[src/rtl/tape_buffer_ctrl.sv]
// Tape image byte-buffer controller: stores downloaded bytes to memory through
// a one-entry write slot and serves paced player reads with a one-entry cache.
module tape_buffer_ctrl #(
   parameter int LOW_CYC  = 2,
   parameter int HIGH_CYC = 2
) (
   input  logic        clk_sys,
   input  logic        reset,
   input  logic        ioctl_download,
   input  logic        ioctl_wr,
   input  logic [24:0] ioctl_addr,
   input  logic [7:0]  ioctl_dout,
   output logic [24:0] tape_size,
   output logic        wr_overflow,
   output logic        buff_rd_en,
   input  logic        buff_rd,
   input  logic [24:0] buff_addr,
   output logic [7:0]  buff_din,
   output logic        mem_req,
   output logic        mem_we,
   output logic [24:0] mem_addr,
   output logic [7:0]  mem_wdata,
   input  logic        mem_ack,
   input  logic [7:0]  mem_rdata
);
   typedef enum logic [1:0] {ST_LOW, ST_HIGH, ST_FETCH, ST_RELEASE} state_t;

   localparam logic [3:0] LOW_LAST  = 4'(LOW_CYC - 1);
   localparam logic [3:0] HIGH_LAST = 4'(HIGH_CYC - 1);

   state_t      state_q, state_d;
   logic [3:0]  cnt_q, cnt_d;
   logic [24:0] rd_addr_q, rd_addr_d;
   logic [7:0]  buff_din_q, buff_din_d;
   logic        cache_vld_q, cache_vld_d;
   logic [24:0] cache_tag_q, cache_tag_d;
   logic [7:0]  cache_data_q, cache_data_d;
   logic        slot_full_q, slot_full_d;
   logic [24:0] slot_addr_q, slot_addr_d;
   logic [7:0]  slot_data_q, slot_data_d;
   logic [24:0] tape_size_q, tape_size_d;
   logic        wr_overflow_q, wr_overflow_d;
   logic        dl_q, dl_d;
   logic        rd_stale_q, rd_stale_d;
   logic        mem_req_q, mem_req_d;
   logic        mem_we_q, mem_we_d;
   logic [24:0] mem_addr_q, mem_addr_d;
   logic [7:0]  mem_wdata_q, mem_wdata_d;

   logic        dl_rise, cache_hit, rd_done, wr_done, rd_issue;
   logic [24:0] wr_end, size_base;

   assign dl_d      = ioctl_download;
   assign dl_rise   = ioctl_download & ~dl_q;
   assign cache_hit = cache_vld_q && (cache_tag_q == rd_addr_q);
   assign rd_done   = mem_req_q && !mem_we_q && mem_ack;
   assign wr_done   = mem_req_q && mem_we_q && mem_ack;
   assign wr_end    = ioctl_addr + 25'd1;

   // Player-side FSM: pace read windows, serve hits from cache, issue misses.
   always_comb begin
      state_d      = state_q;
      cnt_d        = cnt_q;
      rd_addr_d    = rd_addr_q;
      buff_din_d   = buff_din_q;
      cache_vld_d  = cache_vld_q;
      cache_tag_d  = cache_tag_q;
      cache_data_d = cache_data_q;
      rd_issue     = 1'b0;
      if (dl_rise) cache_vld_d = 1'b0;
      case (state_q)
         ST_LOW: begin
            if (cnt_q >= LOW_LAST && !ioctl_download) begin
               state_d = ST_HIGH;
               cnt_d   = '0;
            end else if (cnt_q < LOW_LAST) begin
               cnt_d = cnt_q + 4'd1;
            end
         end
         ST_HIGH: begin
            if (dl_rise) begin
               state_d = ST_LOW;
               cnt_d   = '0;
            end else if (buff_rd) begin
               state_d   = ST_FETCH;
               rd_addr_d = buff_addr;
            end else if (cnt_q >= HIGH_LAST) begin
               state_d = ST_LOW;
               cnt_d   = '0;
            end else begin
               cnt_d = cnt_q + 4'd1;
            end
         end
         ST_FETCH: begin
            // A download start abandons the read; any read still on the bus
            // is marked stale so its data never reaches buff_din or the cache.
            if (dl_rise) begin
               state_d = ST_LOW;
               cnt_d   = '0;
            end else if (cache_hit) begin
               buff_din_d = cache_data_q;
               state_d    = ST_RELEASE;
            end else if (rd_done && !rd_stale_q) begin
               buff_din_d   = mem_rdata;
               cache_vld_d  = 1'b1;
               cache_tag_d  = rd_addr_q;
               cache_data_d = mem_rdata;
               state_d      = ST_RELEASE;
            end else if (!mem_req_q && !slot_full_q) begin
               rd_issue = 1'b1;
            end
         end
         default: begin
            // RELEASE is the first low cycle of the next low phase.
            state_d = ST_LOW;
            cnt_d   = 4'd1;
         end
      endcase
   end

   // Download side: write slot, image size, overflow flag and memory arbiter.
   always_comb begin
      slot_full_d   = slot_full_q;
      slot_addr_d   = slot_addr_q;
      slot_data_d   = slot_data_q;
      wr_overflow_d = wr_overflow_q;
      mem_req_d     = mem_req_q;
      mem_we_d      = mem_we_q;
      mem_addr_d    = mem_addr_q;
      mem_wdata_d   = mem_wdata_q;
      rd_stale_d    = rd_stale_q;
      size_base     = dl_rise ? 25'd0 : tape_size_q;
      tape_size_d   = size_base;
      if (dl_rise) wr_overflow_d = 1'b0;
      if (wr_done) slot_full_d = 1'b0;
      if (ioctl_wr) begin
         if (slot_full_q) begin
            wr_overflow_d = 1'b1;
         end else begin
            slot_full_d = 1'b1;
            slot_addr_d = ioctl_addr;
            slot_data_d = ioctl_dout;
            if (wr_end > size_base) tape_size_d = wr_end;
         end
      end
      if (mem_req_q && mem_ack) rd_stale_d = 1'b0;
      if (dl_rise && mem_req_q && !mem_we_q && !mem_ack) rd_stale_d = 1'b1;
      // One request in flight; a full write slot beats a pending read miss.
      if (mem_req_q) begin
         if (mem_ack) mem_req_d = 1'b0;
      end else if (slot_full_q) begin
         mem_req_d   = 1'b1;
         mem_we_d    = 1'b1;
         mem_addr_d  = slot_addr_q;
         mem_wdata_d = slot_data_q;
      end else if (rd_issue) begin
         mem_req_d  = 1'b1;
         mem_we_d   = 1'b0;
         mem_addr_d = rd_addr_q;
      end
   end

   // State registers.
   always_ff @(posedge clk_sys or posedge reset) begin
      if (reset) begin
         state_q       <= ST_LOW;
         cnt_q         <= '0;
         rd_addr_q     <= '0;
         buff_din_q    <= '0;
         cache_vld_q   <= 1'b0;
         cache_tag_q   <= '0;
         cache_data_q  <= '0;
         slot_full_q   <= 1'b0;
         slot_addr_q   <= '0;
         slot_data_q   <= '0;
         tape_size_q   <= '0;
         wr_overflow_q <= 1'b0;
         dl_q          <= 1'b0;
         rd_stale_q    <= 1'b0;
         mem_req_q     <= 1'b0;
         mem_we_q      <= 1'b0;
         mem_addr_q    <= '0;
         mem_wdata_q   <= '0;
      end else begin
         state_q       <= state_d;
         cnt_q         <= cnt_d;
         rd_addr_q     <= rd_addr_d;
         buff_din_q    <= buff_din_d;
         cache_vld_q   <= cache_vld_d;
         cache_tag_q   <= cache_tag_d;
         cache_data_q  <= cache_data_d;
         slot_full_q   <= slot_full_d;
         slot_addr_q   <= slot_addr_d;
         slot_data_q   <= slot_data_d;
         tape_size_q   <= tape_size_d;
         wr_overflow_q <= wr_overflow_d;
         dl_q          <= dl_d;
         rd_stale_q    <= rd_stale_d;
         mem_req_q     <= mem_req_d;
         mem_we_q      <= mem_we_d;
         mem_addr_q    <= mem_addr_d;
         mem_wdata_q   <= mem_wdata_d;
      end
   end

   assign buff_rd_en  = (state_q == ST_HIGH) || (state_q == ST_FETCH);
   assign buff_din    = buff_din_q;
   assign tape_size   = tape_size_q;
   assign wr_overflow = wr_overflow_q;
   assign mem_req     = mem_req_q;
   assign mem_we      = mem_we_q;
   assign mem_addr    = mem_addr_q;
   assign mem_wdata   = mem_wdata_q;
endmodule

[config.mk]
export PLATFORM = sky130hd
export DESIGN_NAME = tape_buffer_ctrl
export DESIGN_NICKNAME = d
export VERILOG_FILES = /design/src/rtl/tape_buffer_ctrl.sv
export SDC_FILE = /design/constraint.sdc
export NUM_CORES = 1
export LEC_CHECK = 0
export ABC_AREA = 1
export BUFFER_PORTS_ARGS = -buffer_cell sky130_fd_sc_hd__buf_2
export CAP_MARGIN = 20
export CORE_MARGIN = 1
export CORE_UTILIZATION = 45
export CTS_BUF_LIST = sky130_fd_sc_hd__clkbuf_16
export CTS_CLUSTER_DIAMETER = 60
export DETAILED_ROUTE_END_ITERATION = 8
export GPL_TIMING_DRIVEN = 0
export HOLD_SLACK_MARGIN = 0.05
export PLACE_DENSITY = 0.74
export SYNTH_ARGS = -nofsm -noshare
export SYNTH_HDL_FRONTEND = slang
export SYNTH_SLANG_ARGS = --single-unit
export TNS_END_PERCENT = 1
[constraint.sdc]
create_clock -name clk_sys -period 6 [get_ports clk_sys]
set_input_delay 0.3 -clock clk_sys [delete_from_list [all_inputs] [get_ports clk_sys]]
set_output_delay 0.3 -clock clk_sys [all_outputs]
set_load 0.03 [all_outputs]
==> flow_summary.json <==
{
  "cp_max_fo": 10,
  "synth_top_area_share_pct": 47.9,
  "synthArstFlopShare_pct": 100,
  "num_vias": 7769,
  "firstDrtPassIters": 5,
  "synth_edf_count": 0,
  "yosysMostFrequentCell": "nand2_1",
  "hold_class": "in2reg",
  "syn-num-nets": 1225,
  "setup_tns_ps": 0,
  "placed_cells": 1527,
  "power.total_mw": 5.29,
  "grt_max_degree": 127,
  "die-area_sq_mm": 0.0203,
  "path_class": "in2reg",
  "vias_per_cell": 4.98,
  "stdcell_count": 1561,
  "rsz0062_at_grt": "no",
  "fin_crit_ps": 3720,
  "clk_pin_slew_ps": 70,
  "cts_buffers": 17,
  "cts_tree": "done",
  "wl_per_cell_um": 14.7,
  "final_nets": 1388,
  "route.detailed.drc": 0,
  "seqCellArea_sq_mm": 0.00425,
  "antenna_found_initial": 0,
  "drt-initial-drc-count": 431,
  "crit_required_ps": 6300,
  "ys_ff_latch": 170,
  "area_growth_syn_to_layout_pct": 18.9,
  "setup-violations-final": 0,
  "drt-total-wl_mm": 23.0,
  "placementRows": 51,
  "worstPathArrival_ps": 4030,
  "power_density_mw_per_mm2": 500,
  "gp_routability_congestion": 0.959,
  "fp.dieW_um": 143,
  "p_leak_nw": 5.72,
  "clock_skew_ps": 10.9,
  "htreeDepth": 4,
  "core-area_sq_mm": 0.0194,
  "max_slew_margin_pct": 57.0,
  "initial_core_util_pct": 45.8,
  "insertion_delay_ps": 420,
  "start_kind": "primary input",
  "drive_above_1_share_pct": 18.4,
  "numClockSinks": 170,
  "end_kind": "flop",
  "n_antenna_cell": 0,
  "track_usage_pct": 23.8,
  "ys_seq_area_share_pct": 47.9,
  "max_freq_mhz": 269,
  "clock_path_buffers": 2,
  "yosysWarnings": 0,
  "place_hpwl_mm": 17.6,
  "status": "finished, final reports clean",
  "peakVddDrop_uv": 243,
  "synth.area.top_cells": "dfrtp_1 (48%), nand2_1 (17%), ha_1 (4.6%), inv_1 (4.3%), o21ai_0 (3.9%)",
  "hold_viol_final": 0,
  "syn-instance-count": 1120,
  "first_global_vias": 7560,
  "grt_pass1_wl_mm": 37.5,
  "synth_ff_type": "dfrtp_1",
  "avgSynthCellArea_sq_um": 7.93,
  "tightest_slew_ps": 645,
  "fill_cells": 1890,
  "overflow": 0,
  "synthDistinctLibCells": 41,
  "synth_top_area_cell": "dfrtp_1",
  "final_max_slew_viol_count": 0,
  "port_buffers": 141,
  "die_h_um": 143,
  "drv_cap": 0,
  "ctsRootBufferMaster": "clkbuf_16",
  "ant_nets": 0,
  "synth_area_sq_mm": 0.00889,
  "io_pins": 142,
  "multi_input_area_sq_mm": 0.00395,
  "post_cts_resized": 0,
  "fin_crit_sh_pct": 62.1,
  "synth_commonest_cells": "nand2_1 (400), dfrtp_1 (170), inv_1 (101)",
  "final_core_util_pct": 54.5
}
==> through the flow <==
stage / setup WS, ps / hold slack, ps / instance area [sq um]
5_1_grt: 1960 / 78.2 / 10600
3_3_place_gp: -768 / 424 / 9920
2_1_floorplan: 1100 / 331 / 8890
3_5_place_dp: 2410 / 318 / 9960
6_report: 2280 / 78.4 / 10600
4_1_cts: 2290 / 64.7 / 10600
==> worst max-delay path: stages <==
cell	delay (ps)
dlygate4sd3_1	530
buf_2	120
inv_1	60
nor2_1	100
inv_1	100
clkbuf_1	430
clkbuf_1	450
nand2_1	170
ha_1	330
inv_1	40
nor3_1	180
nand4_1	150
nor2_1	120
nand2_1	70
nand3_2	180
nand3_1	250
buf_2	290
nand2_1	70
nand2_1	60
==> where the power goes <==
group | internal, mW | switching (mW) | leakage, nW
clock | 0.620 | 0.477 | 0.272
sequential | 1.64 | 0.303 | 2.15
combinational | 0.729 | 1.52 | 3.30
==> flip-flops by register name, summed over array words and instances, names as in the netlist, 2 cells and up <==
signal and flops:
mem_addr 25, mem_wdata 8, state_q 2, slot_data_q 8, slot_addr_q 25, cache_tag_q 25, cnt_q 4, cache_data_q 8
buff_din 8, tape_size 25, rd_addr_q 25
==> cells in the final DEF (no fill, tap or decap), types with 2 or more instances in the layout <==
cell type	synthesis	final
inv_1	101	100
bufinv_16	0	2
xnor2_1	3	3
nand2_2	10	10
clkbuf_16	0	17
dfrtp_1	170	170
nor3_1	9	9
nand3_1	62	62
nand3b_1	4	4
nor3_2	2	2
clkbuf_1	29	29
o21ai_1	4	4
nor2_4	2	2
buf_6	3	3
nand2_4	3	3
ha_1	33	33
dlygate4sd3_1	0	2
nor2_1	65	65
buf_2	5	146
o21a_1	2	2
inv_2	12	12
clkinv_4	0	3
inv_8	0	2
xor2_1	24	24
a21oi_1	39	39
o21ai_0	70	70
clkinv_1	2	3
nor2_2	3	3
buf_4	3	3
nand2_1	400	400
inv_6	0	3
clkinvlp_4	0	5
buf_12	2	2
mux2_2	8	8
o21ai_2	6	6
nand4_1	32	32
==> per-layer routing <==
layer,GRT usage [%],share of wire (%)
met2,39.1,46
met5,0,0
met4,6.11,1.7
met3,4.21,6.1
met1,32.6,46
==> area by class of cell <==
class                   instances  share of cell area [%]
flip-flops and latches        170                    40.3
multi-input cells             790                    37.3
repair buffers                144                    7.13
inverters                     116                    4.21
clock buffers                  17                    4.03
well taps                     265                    3.14
plain buffers                  44                    2.36
clock inverters                15                    1.56
==> worst paths after layout <==
path / to / slack (ps) / depth (start not counted) / startpoint
min in group asynchronous: mem_wdata[1]$_DFFE_PP0P_ / 410 / 3 / reset
max reg2reg: tape_size[2]$_DFF_PP0_ / 2560 / 16 / dl_q$_DFF_PP0_
min reg2reg: buff_din[5]$_DFFE_PP0P_ / 460 / 2 / buff_din[5]$_DFFE_PP0P_
max: tape_size[2]$_DFF_PP0_ / 2280 / 19 / ioctl_download
min: slot_data_q[5]$_DFFE_PP0P_ / 80 / 3 / ioctl_dout[5]
max in group asynchronous: tape_size[18]$_DFF_PP0_ / 4650 / 4 / reset
==> cells by family after synthesis <==
logic type / count (synthesis) / share of synthesized area (%)
fa+ha+maj: 33 / 4.65
compound gates: 126 / 7.67
flops: 170 / 47.9
buf+inv: 160 / 7.73
xor+xnor: 27 / 2.66
mux: 8 / 1.01
simple gates: 596 / 28.4
==> what timing repair did <==
action / in CTS / in global routing
hold buffers: 2 / 0
setup buffers: 0 / 0
endpoints found under the hold margin: 45 / 0
Note: power is estimated with default switching activity, not from simulation.
